## config.mk

```make
export PLATFORM = sky130hd
export DESIGN_NAME = myproject_sdiv_seq_21s_6s_16
export DESIGN_NICKNAME = d
export VERILOG_FILES = /design/src/rtl/myproject_div_pkg.sv /design/src/rtl/myproject_sdiv_seq_core.sv /design/src/rtl/myproject_sdiv_seq_21s_6s_16.sv
export SDC_FILE = /design/constraint.sdc
export NUM_CORES = 1
export LEC_CHECK = 0
export ABC_AREA = 1
export CAP_MARGIN = 20
export CELL_PAD_IN_SITES_DETAIL_PLACEMENT = 1
export CELL_PAD_IN_SITES_GLOBAL_PLACEMENT = 1
export CORE_MARGIN = 2
export CORE_UTILIZATION = 41
export DETAILED_ROUTE_END_ITERATION = 8
export PLACE_DENSITY_LB_ADDON = 0.1
export SLEW_MARGIN = 20
export SYNTH_ARGS = -nofsm -noshare
export SYNTH_HDL_FRONTEND = slang
export SYNTH_SLANG_ARGS = --single-unit
```

## constraint.sdc

```tcl
create_clock -name ap_clk -period 2.9 [get_ports ap_clk]
set_clock_uncertainty 0.15 [all_clocks]
set_input_delay 0.435 -clock ap_clk [delete_from_list [all_inputs] [get_ports ap_clk]]
set_output_delay 0.435 -clock ap_clk [all_outputs]
set_load 0.01 [all_outputs]
```

## src/rtl/myproject_div_pkg.sv

```systemverilog
// Shared constants and state encoding for the sequential signed divider.
// Widths match the 6s x 16s -> 21 multiply this divider inverts.
package myproject_div_pkg;

    localparam int DIVIDEND_W = 21;
    localparam int DIVISOR_W  = 6;
    localparam int QUOT_W     = 16;
    localparam int CNT_W      = $clog2(DIVIDEND_W + 1);

    localparam logic [QUOT_W-1:0] QUOT_MAX = {1'b0, {(QUOT_W-1){1'b1}}};
    localparam logic [QUOT_W-1:0] QUOT_MIN = {1'b1, {(QUOT_W-1){1'b0}}};

    typedef enum logic [1:0] {
        IDLE,
        CALC,
        FIX
    } state_t;

    function automatic logic [DIVIDEND_W-1:0] mag_a(input logic [DIVIDEND_W-1:0] v);
        return v[DIVIDEND_W-1] ? (~v + 1'b1) : v;
    endfunction

    function automatic logic [DIVISOR_W-1:0] mag_b(input logic [DIVISOR_W-1:0] v);
        return v[DIVISOR_W-1] ? (~v + 1'b1) : v;
    endfunction

endpackage

```

## src/rtl/myproject_sdiv_seq_core.sv

```systemverilog
// Unsigned radix-2 restoring divider datapath: one quotient bit per step.
// Quotient bits shift in behind the dividend bits as they are consumed.
module myproject_sdiv_seq_core
    import myproject_div_pkg::*;
(
    input  logic                  clk,
    input  logic                  rst,
    input  logic                  load,
    input  logic                  step,
    input  logic [DIVIDEND_W-1:0] a,
    input  logic [DIVISOR_W-1:0]  b,
    output logic [DIVIDEND_W-1:0] qmag,
    output logic [DIVISOR_W-1:0]  rmag,
    output logic                  last
);

    logic [DIVISOR_W:0]    rem_q;
    logic [DIVIDEND_W-1:0] sh_q;
    logic [DIVISOR_W-1:0]  dvs_q;
    logic [CNT_W-1:0]      cnt_q;
    logic [DIVISOR_W:0]    trial;
    logic [DIVISOR_W+1:0]  diff;
    logic                  fits;

    // remainder stays below 32, so the shifted value never exceeds 7 bits
    assign trial = (rem_q << 1) | (DIVISOR_W+1)'(sh_q[DIVIDEND_W-1]);
    assign diff  = {1'b0, trial} - {2'b00, dvs_q};
    assign fits  = ~diff[DIVISOR_W+1];

    always_ff @(posedge clk or posedge rst) begin
        if (rst) begin
            rem_q <= '0;
            sh_q  <= '0;
            dvs_q <= '0;
            cnt_q <= '0;
        end else if (load) begin
            rem_q <= '0;
            sh_q  <= a;
            dvs_q <= b;
            cnt_q <= '0;
        end else if (step) begin
            rem_q <= fits ? diff[DIVISOR_W:0] : trial;
            sh_q  <= {sh_q[DIVIDEND_W-2:0], fits};
            cnt_q <= cnt_q + CNT_W'(1);
        end
    end

    assign qmag = sh_q;
    assign rmag = rem_q[DIVISOR_W-1:0];
    assign last = (cnt_q == CNT_W'(DIVIDEND_W - 1));

endmodule

```

## src/rtl/myproject_sdiv_seq_21s_6s_16.sv

```systemverilog
// Sequential signed divider 21s / 6s -> 16s quotient, 6s remainder, ce/start/done.
// Define MYPROJECT_SDIV_EARLY_DZ_EN to short-cut divide-by-zero straight to FIX.
module myproject_sdiv_seq_21s_6s_16
    import myproject_div_pkg::*;
(
    input  logic                  ap_clk,
    input  logic                  ap_rst,
    input  logic                  ce,
    input  logic                  start,
    input  logic [DIVIDEND_W-1:0] din0,
    input  logic [DIVISOR_W-1:0]  din1,
    output logic                  busy,
    output logic                  done,
    output logic [QUOT_W-1:0]     quotient,
    output logic [DIVISOR_W-1:0]  remainder,
    output logic                  ovf,
    output logic                  dz
);

    state_t state_q, state_d;

    logic accept, step, fix;
    logic sign0_q, sign1_q, zero_q;

    logic [DIVIDEND_W-1:0] qmag;
    logic [DIVISOR_W-1:0]  rmag;
    logic                  last;

    logic [DIVIDEND_W:0]  qext, qs;
    logic                 fit;
    logic [QUOT_W-1:0]    q_fix;
    logic [DIVISOR_W-1:0] r_fix;
    logic                 ovf_fix, dz_fix;

    myproject_sdiv_seq_core u_core (
        .clk  (ap_clk),
        .rst  (ap_rst),
        .load (accept),
        .step (step),
        .a    (mag_a(din0)),
        .b    (mag_b(din1)),
        .qmag (qmag),
        .rmag (rmag),
        .last (last)
    );

    always_comb begin
        state_d = state_q;
        accept  = 1'b0;
        step    = 1'b0;
        fix     = 1'b0;
        unique case (state_q)
            IDLE: begin
                if (ce && start) begin
                    accept = 1'b1;
`ifdef MYPROJECT_SDIV_EARLY_DZ_EN
                    state_d = (din1 == '0) ? FIX : CALC;
`else
                    state_d = CALC;
`endif
                end
            end
            CALC: begin
                if (ce) begin
                    step = 1'b1;
                    if (last) state_d = FIX;
                end
            end
            FIX: begin
                if (ce) begin
                    fix     = 1'b1;
                    state_d = IDLE;
                end
            end
            default: state_d = IDLE;
        endcase
    end

    // quotient fits QUOT_W bits iff all bits above the sign bit match it
    assign qext = {1'b0, qmag};
    assign qs   = (sign0_q ^ sign1_q) ? (~qext + 1'b1) : qext;
    assign fit  = (&qs[DIVIDEND_W:QUOT_W-1]) | ~(|qs[DIVIDEND_W:QUOT_W-1]);

    always_comb begin
        q_fix   = fit ? qs[QUOT_W-1:0] : (qs[DIVIDEND_W] ? QUOT_MIN : QUOT_MAX);
        r_fix   = sign0_q ? (~rmag + 1'b1) : rmag;
        ovf_fix = ~fit;
        dz_fix  = 1'b0;
        if (zero_q) begin
            q_fix   = sign0_q ? QUOT_MIN : QUOT_MAX;
            r_fix   = '0;
            ovf_fix = 1'b0;
            dz_fix  = 1'b1;
        end
    end

    always_ff @(posedge ap_clk or posedge ap_rst) begin
        if (ap_rst) begin
            state_q   <= IDLE;
            sign0_q   <= 1'b0;
            sign1_q   <= 1'b0;
            zero_q    <= 1'b0;
            done      <= 1'b0;
            quotient  <= '0;
            remainder <= '0;
            ovf       <= 1'b0;
            dz        <= 1'b0;
        end else if (ce) begin
            state_q <= state_d;
            done    <= fix;
            if (accept) begin
                sign0_q <= din0[DIVIDEND_W-1];
                sign1_q <= din1[DIVISOR_W-1];
                zero_q  <= (din1 == '0);
            end
            if (fix) begin
                quotient  <= q_fix;
                remainder <= r_fix;
                ovf       <= ovf_fix;
                dz        <= dz_fix;
            end
        end
    end

    assign busy = (state_q != IDLE);

endmodule

```

==> impl_metrics.yaml, run 1 <==
status:
  status: "finished clean"
synth:
  async_reset_ff_share_pct: 100
  synth_area_per_cell_sq_um: 6.94
  synth.net_count: 729
  syn-instance-count: 685
  syn_area_sq_mm: 0.00475
  ys_seq_elements: 68
  yosysWarningCount: 0
  synth_seq_area_share_pct: 35.8
  yosysUniqueCellTypes: 42
  ys.flop_type: "dfrtp_1"
  synth_edf_count: 0
critical_path:
  arrival_ns: 2.57
  critPathLaunchType: "flip-flop"
  crit_path_max_fanout: 7
  crit_chain: "inv_1 -> ha_1 -> o21ai_0 -> nand2_1 -> nand2_1 -> a21oi_1 -> nor2_1 -> nor2_1 -> nand2_1 -> inv_1 -> nand2_1 -> nand3_1 -> o21ai_0"
  critPathSlowestCell: "dfrtp_1"
  slowest_delay_ns: 0.42
  crit_top_cell: "nand2_1"
  worstPathRequired_ns: 2.97
  crit_path_end_kind: "flip-flop"
  worstSetupPathType: "flip-flop to flip-flop"
clock_tree:
  numCtsBuffers: 9
  cts_max_level: 3
  ctsHoldBuffers: 0
  clk_pin_slew_ns: 0.06
  clock-sinks: 68
  cts_buffer_depth: 2
  clk_latency_ns: 0.34
  cts_tree: "done"
  root_buffer: "clkbuf_16"
  cts_resized: 0
  post_cts_buffers: 0
die:
  core_sq_mm: 0.0114
  fp.dieArea_sq_mm: 0.0125
  die_h_um: 112
  num_io_pins: 57
  rows: 39
  start_util_pct: 41.8
  dieWidth_um: 112
placed_design:
  hpwl_um: 10500
  dpl_worst_slack_ns: 0.127
  gp_congestion: 0.857
  portBuffers: 56
route:
  viasPerCell: 5.15
  vias: 4607
  drt_pass1_iterations: 4
  antenna_left: 0
  wire_per_inst_um: 15.2
  wl_um: 13600
  drc: 0
  drt_iter0_drc: 194
sta:
  finalCriticalPeriod_ns: 2.50
  setup_viol: 0
  setup_tns_ns: 0
  worstMarginPinSlew_ns: 0.733
  drv_slew: 0
  rsz0062_at_grt: "false"
  hold_violations: 0
  whs_ns: 0.338
  worst_slack_ns: 0.397
  period_share_pct: 86.3
  max-slew-margin-rel_pct: 51.1
  timing.fmax_mhz: 400
finish:
  syn2layout_area_growth_pct: 21.9
  final_nets: 790
  layout_commonest_cell: "nand2_1"
  final_cell_mix: "nand2_1 (211), inv_1 (82), dfrtp_1 (68), nor2_1 (64), clkdlybuf4s50_1 (56)"
  utilization_pct: 51.0
  final_layout_size_suffix_gt1_share_pct: 8.26
  diodes: 0
grt:
  grt-ovfl-total: 0
  grt_util_all_layers_pct: 23.2
  antenna_found_initial: 0
  grt_start_max_net_pins: 69
  grt_pass1_wl_um: 23700
  grt_pass1_vias: 4858
run:
  cap_violations: 0
pwr:
  cellLeakagePower_uw: 0.00283
  fin_total_pwr_uw: 6690
  p_per_area_mw_per_mm2: 1160
  vdd_ir_drop_max_uv: 491
worst_hold_path:
  min_path_type: "flip-flop to flip-flop"
==> sequential cells by signal, summed over array words and instances (netlist names) <==
register / cells
state_q: 2
ovf: 1
u_core.qmag: 21
sign0_q: 1
quotient: 16
done: 1
u_core.cnt_q: 5
u_core.dvs_q: 6
dz: 1
u_core.rem_q: 6
sign1_q: 1
remainder: 6
zero_q: 1
==> cells in the mapped netlist (2+ instances only) <==
library cell | count | area (sq um)
buf_6 | 3 | 33.8
o21ai_1 | 7 | 35.0
inv_2 | 9 | 33.8
nand2_1 | 211 | 792
o21ai_0 | 44 | 220
nand4_1 | 11 | 68.8
a21oi_1 | 16 | 80.1
clkbuf_1 | 13 | 48.8
ha_1 | 12 | 150
nor2_4 | 2 | 22.5
nor2_1 | 64 | 240
buf_1 | 2 | 7.51
nand3_2 | 4 | 40.0
nor2_2 | 2 | 12.5
nand2_2 | 5 | 31.3
xnor2_1 | 8 | 70.1
nand3_1 | 49 | 245
nand2_4 | 6 | 67.6
xor2_1 | 14 | 123
dfrtp_1 | 68 | 1700
clkinv_1 | 3 | 11.3
o211ai_1 | 7 | 52.6
o221ai_1 | 8 | 70.1
nor3_1 | 6 | 30.0
o31ai_1 | 2 | 15.0
o22ai_1 | 4 | 25.0
nor4_1 | 2 | 12.5
nand3b_1 | 4 | 30.0
o21ai_2 | 3 | 26.3
o21bai_1 | 2 | 15.0
inv_1 | 83 | 312
==> critical path, delay by kind of cell, from the launching register on <==
family                   cells  cell delay (ns)
buffers and inverters        2             0.47
AO/OA/AOI/OAI                3             0.44
flip-flops                   1             0.42
adder cells (fa/ha/maj)      1             0.24
AND/OR/NAND/NOR              7             0.65
==> per-stage QoR <==
stage | cell area, sq um | instances
5_1_grt | 5790 | 894
2_1_floorplan | 4750 | 685
6_report | 5790 | 894
3_3_place_gp | 5500 | 878
3_5_place_dp | 5500 | 878
4_1_cts | 5790 | 894
==> cell type report <==
class / count / area [sq um]
fillers: 1511 / 5580
multi-input cells: 502 / 2580
flip-flops and latches: 68 / 1700
repair buffers: 70 / 678
inverters: 95 / 357
clock buffers: 12 / 246
well taps: 143 / 179
clock inverters: 4 / 48.8
==> power by group <==
part | internal, uW | switching (uW)
Sequential | 1380 | 401
Combinational | 1480 | 2330
Clock | 688 | 418
Total | 3550 | 3150
==> per-layer routing <==
metal / wire [um] / track usage (%) / vias to the layer above
li1: - / - / 2330
met1: 6640 / 31.4 / 2193
met2: 6380 / 39.0 / 70
met3: 361 / 2.78 / 14
met4: 193 / 7.00 / 0
met5: 0 / 0 / -
==> cell families after synthesis <==
group           Yosys count  synth area share, %
simple gates            367                 33.9
fa+ha+maj                13                 3.58
buf+inv                 115                 9.82
compound gates          100                 12.8
xor+xnor                 22                 4.06
flops                    68                 35.8
==> final timing paths <==
| check | slack (ns) | end | cells after the start | start |
|---|---|---|---|---|
| setup / recovery | 0.40 | u_core.rem_q[2] | 13 | u_core.qmag[20] |
| hold / removal | 0.34 | u_core.dvs_q[3] | 2 | u_core.dvs_q[3] |
| setup reg to reg | 0.40 | u_core.rem_q[2] | 13 | u_core.qmag[20] |
| hold reg to reg | 0.34 | u_core.dvs_q[3] | 2 | u_core.dvs_q[3] |
| max in group asynchronous | 1.95 | u_core.qmag[18] | 3 | ap_rst |
| min in group asynchronous | 0.36 | ovf | 3 | ap_rst |
Note: power is estimated with default switching activity, not from simulation.
==> run 2, diff against run 1 <==
--- a/config.mk
+++ b/config.mk
@@ -13,6 +13,7 @@
 export CORE_UTILIZATION = 41
 export DETAILED_ROUTE_END_ITERATION = 8
 export PLACE_DENSITY_LB_ADDON = 0.1
+export SETUP_SLACK_MARGIN = 0.3
 export SLEW_MARGIN = 20
 export SYNTH_ARGS = -nofsm -noshare
 export SYNTH_HDL_FRONTEND = slang
==> run 2 against run 1 <==
  * Cell count unchanged
  * Fmax is 5.8% higher
  * Register-to-register slack better by 0.14 ns
  * Global-route usage unchanged
  * Hold slack about the same
  * Routed wire length is essentially flat
==> impl_metrics.yaml, run 2 (synthesis gave the netlist of run 1 again) <==
grt:
  grt_pass1_wl_um: 23700
  met1_usage_pct: 31.4
  antenna_found_initial: 0
  grt_start_max_net_pins: 69
  grt_use_met2_pct: 39.0
  busiest_layer: "met2"
  grt_util_all_layers_pct: 23.2
  grt-ovfl-total: 0
  grt_use_met3_pct: 2.78
  grt_pass1_vias: 4858
clock_tree:
  cts_max_level: 3
  numCtsBuffers: 9
  cts_resized: 0
  post_cts_buffers: 0
  root_buffer: "clkbuf_16"
  ctsHoldBuffers: 0
  clock-sinks: 68
  cts_buffer_depth: 2
  clk_latency_ns: 0.34
  cts_tree: "done"
  clk_pin_slew_ns: 0.06
finish:
  syn2layout_area_growth_pct: 22.4
  stdcell_area_sq_mm: 0.00582
  seq_area_sq_mm: 0.00170
  stdcell_count: 894
  layout_commonest_cell: "nand2_1"
  final_cell_mix: "nand2_1 (210), inv_1 (79), dfrtp_1 (68), nor2_1 (62), clkdlybuf4s50_1 (56)"
  fillers: 1509
  diodes: 0
  final_nets: 790
  multiInputGateArea_sq_mm: 0.00261
  largest_reg_flops: 21
  final_layout_size_suffix_gt1_share_pct: 9.05
critical_path:
  crit_path_end_kind: "flip-flop"
  crit_top_cell: "nand3_1"
  r2r-start: "u_core.rem_q[1]"
  crit_path_max_fanout: 4
  slowest_delay_ns: 0.48
  critPathSlowestCell: "clkdlybuf4s50_1"
  worstPathRequired_ns: 2.94
  arrival_ns: 2.40
  critPathLaunch: "din0[2]"
  critical_path_buf_inv_count: 2
  crit_family: "simple AND/OR/NAND/NOR gates"
  crit_chain: "clkdlybuf4s50_1 -> inv_2 -> nand3_1 -> nor2_2 -> nand3_1 -> nor2_1 -> nand3_1 -> nor2_2 -> nand3_1 -> nand2_1 -> nand2_1 -> nand3_1 -> o211ai_1"
  worstSetupPathType: "primary input to flip-flop"
  critPathLaunchType: "primary input"
sta:
  setup_viol: 0
  setup_tns_ns: 0
  drv_slew: 0
  finalCriticalPeriod_ns: 2.36
  rsz0062_at_grt: "true"
  max-slew-margin-rel_pct: 51.3
  timing.fmax_mhz: 423
  whs_ns: 0.338
  hold_violations: 0
  period_share_pct: 81.5
  worst_slack_ns: 0.536
  worstMarginPinSlew_ns: 0.729
die:
  fp.dieArea_sq_mm: 0.0125
  core_sq_mm: 0.0114
  rows: 39
  num_io_pins: 57
  die_h_um: 112
  dieWidth_um: 112
  start_util_pct: 41.8
placed_design:
  place_area_sq_mm: 0.00550
  portBuffers: 56
  hpwl_um: 10500
  dpl_worst_slack_ns: 0.127
  gp_congestion: 0.857
  placed_cells: 878
worst_hold_path:
  worstHoldStart: "u_core.dvs_q[3]"
  min_path_type: "flip-flop to flip-flop"
route:
  vias: 4607
  drt_pass1_iterations: 4
  drt_iter0_drc: 215
  antenna_left: 0
  wire_per_inst_um: 15.2
  wl_um: 13600
  drc: 0
  viasPerCell: 5.15
run:
  cap_violations: 0
pwr:
  cellLeakagePower_uw: 0.00283
  p_per_area_mw_per_mm2: 1160
  vdd_ir_drop_max_uv: 491
status:
  status: "finished clean"
## run 2: changes by cell type in the layout (fill, tap and decap cells not counted), moves of 2 or more
cell    change
nor2_1      -2
inv_2       +3
nor2_2      +2
inv_1       -3
## run 2: per-layer routing
layer  share of wire, %  routed length [um]
met1                 49                6640
met5                  0                   0
met3                2.6                 358
met2                 47                6400
met4                1.4                 193
## run 2: layout make-up
class / instances / area share (%)
flip-flops and latches: 68 / 29.3
multi-input cells: 502 / 44.8
inverters: 95 / 6.13
well taps: 143 / 3.08
repair buffers: 70 / 11.7
clock buffers: 12 / 4.24
clock inverters: 4 / 0.839
## run 2: final timing paths
| check | slack [ns] | end | cells after the start |
|---|---|---|---|
| max | 0.54 | u_core.qmag[15] | 13 |
| min | 0.34 | u_core.dvs_q[3] | 2 |
| max reg2reg | 0.54 | u_core.rem_q[2] | 13 |
| min reg2reg | 0.34 | u_core.dvs_q[3] | 2 |
| max in group asynchronous | 1.95 | u_core.qmag[18] | 3 |
| min in group asynchronous | 0.36 | ovf | 3 |
## run 2: stage by stage
step	total power (uW)	util [%]
2_1_floorplan	4430	-
3_3_place_gp	5410	48.4
3_5_place_dp	5590	48.4
4_1_cts	6750	51.0
5_1_grt	7380	51.2
6_report	6730	51.2
## run 2: worst min-delay path, delay by kind of cell (launching register included)
kind | cells | cell delay, ns
simple gates | 1 | 0.05
flops | 1 | 0.34
compound gates | 1 | 0.06
## run 2: report_power, final
part	internal, uW	total [uW]	switching, uW
clock	688	1110	419
combinational	1500	3850	2350
sequential	1380	1780	403
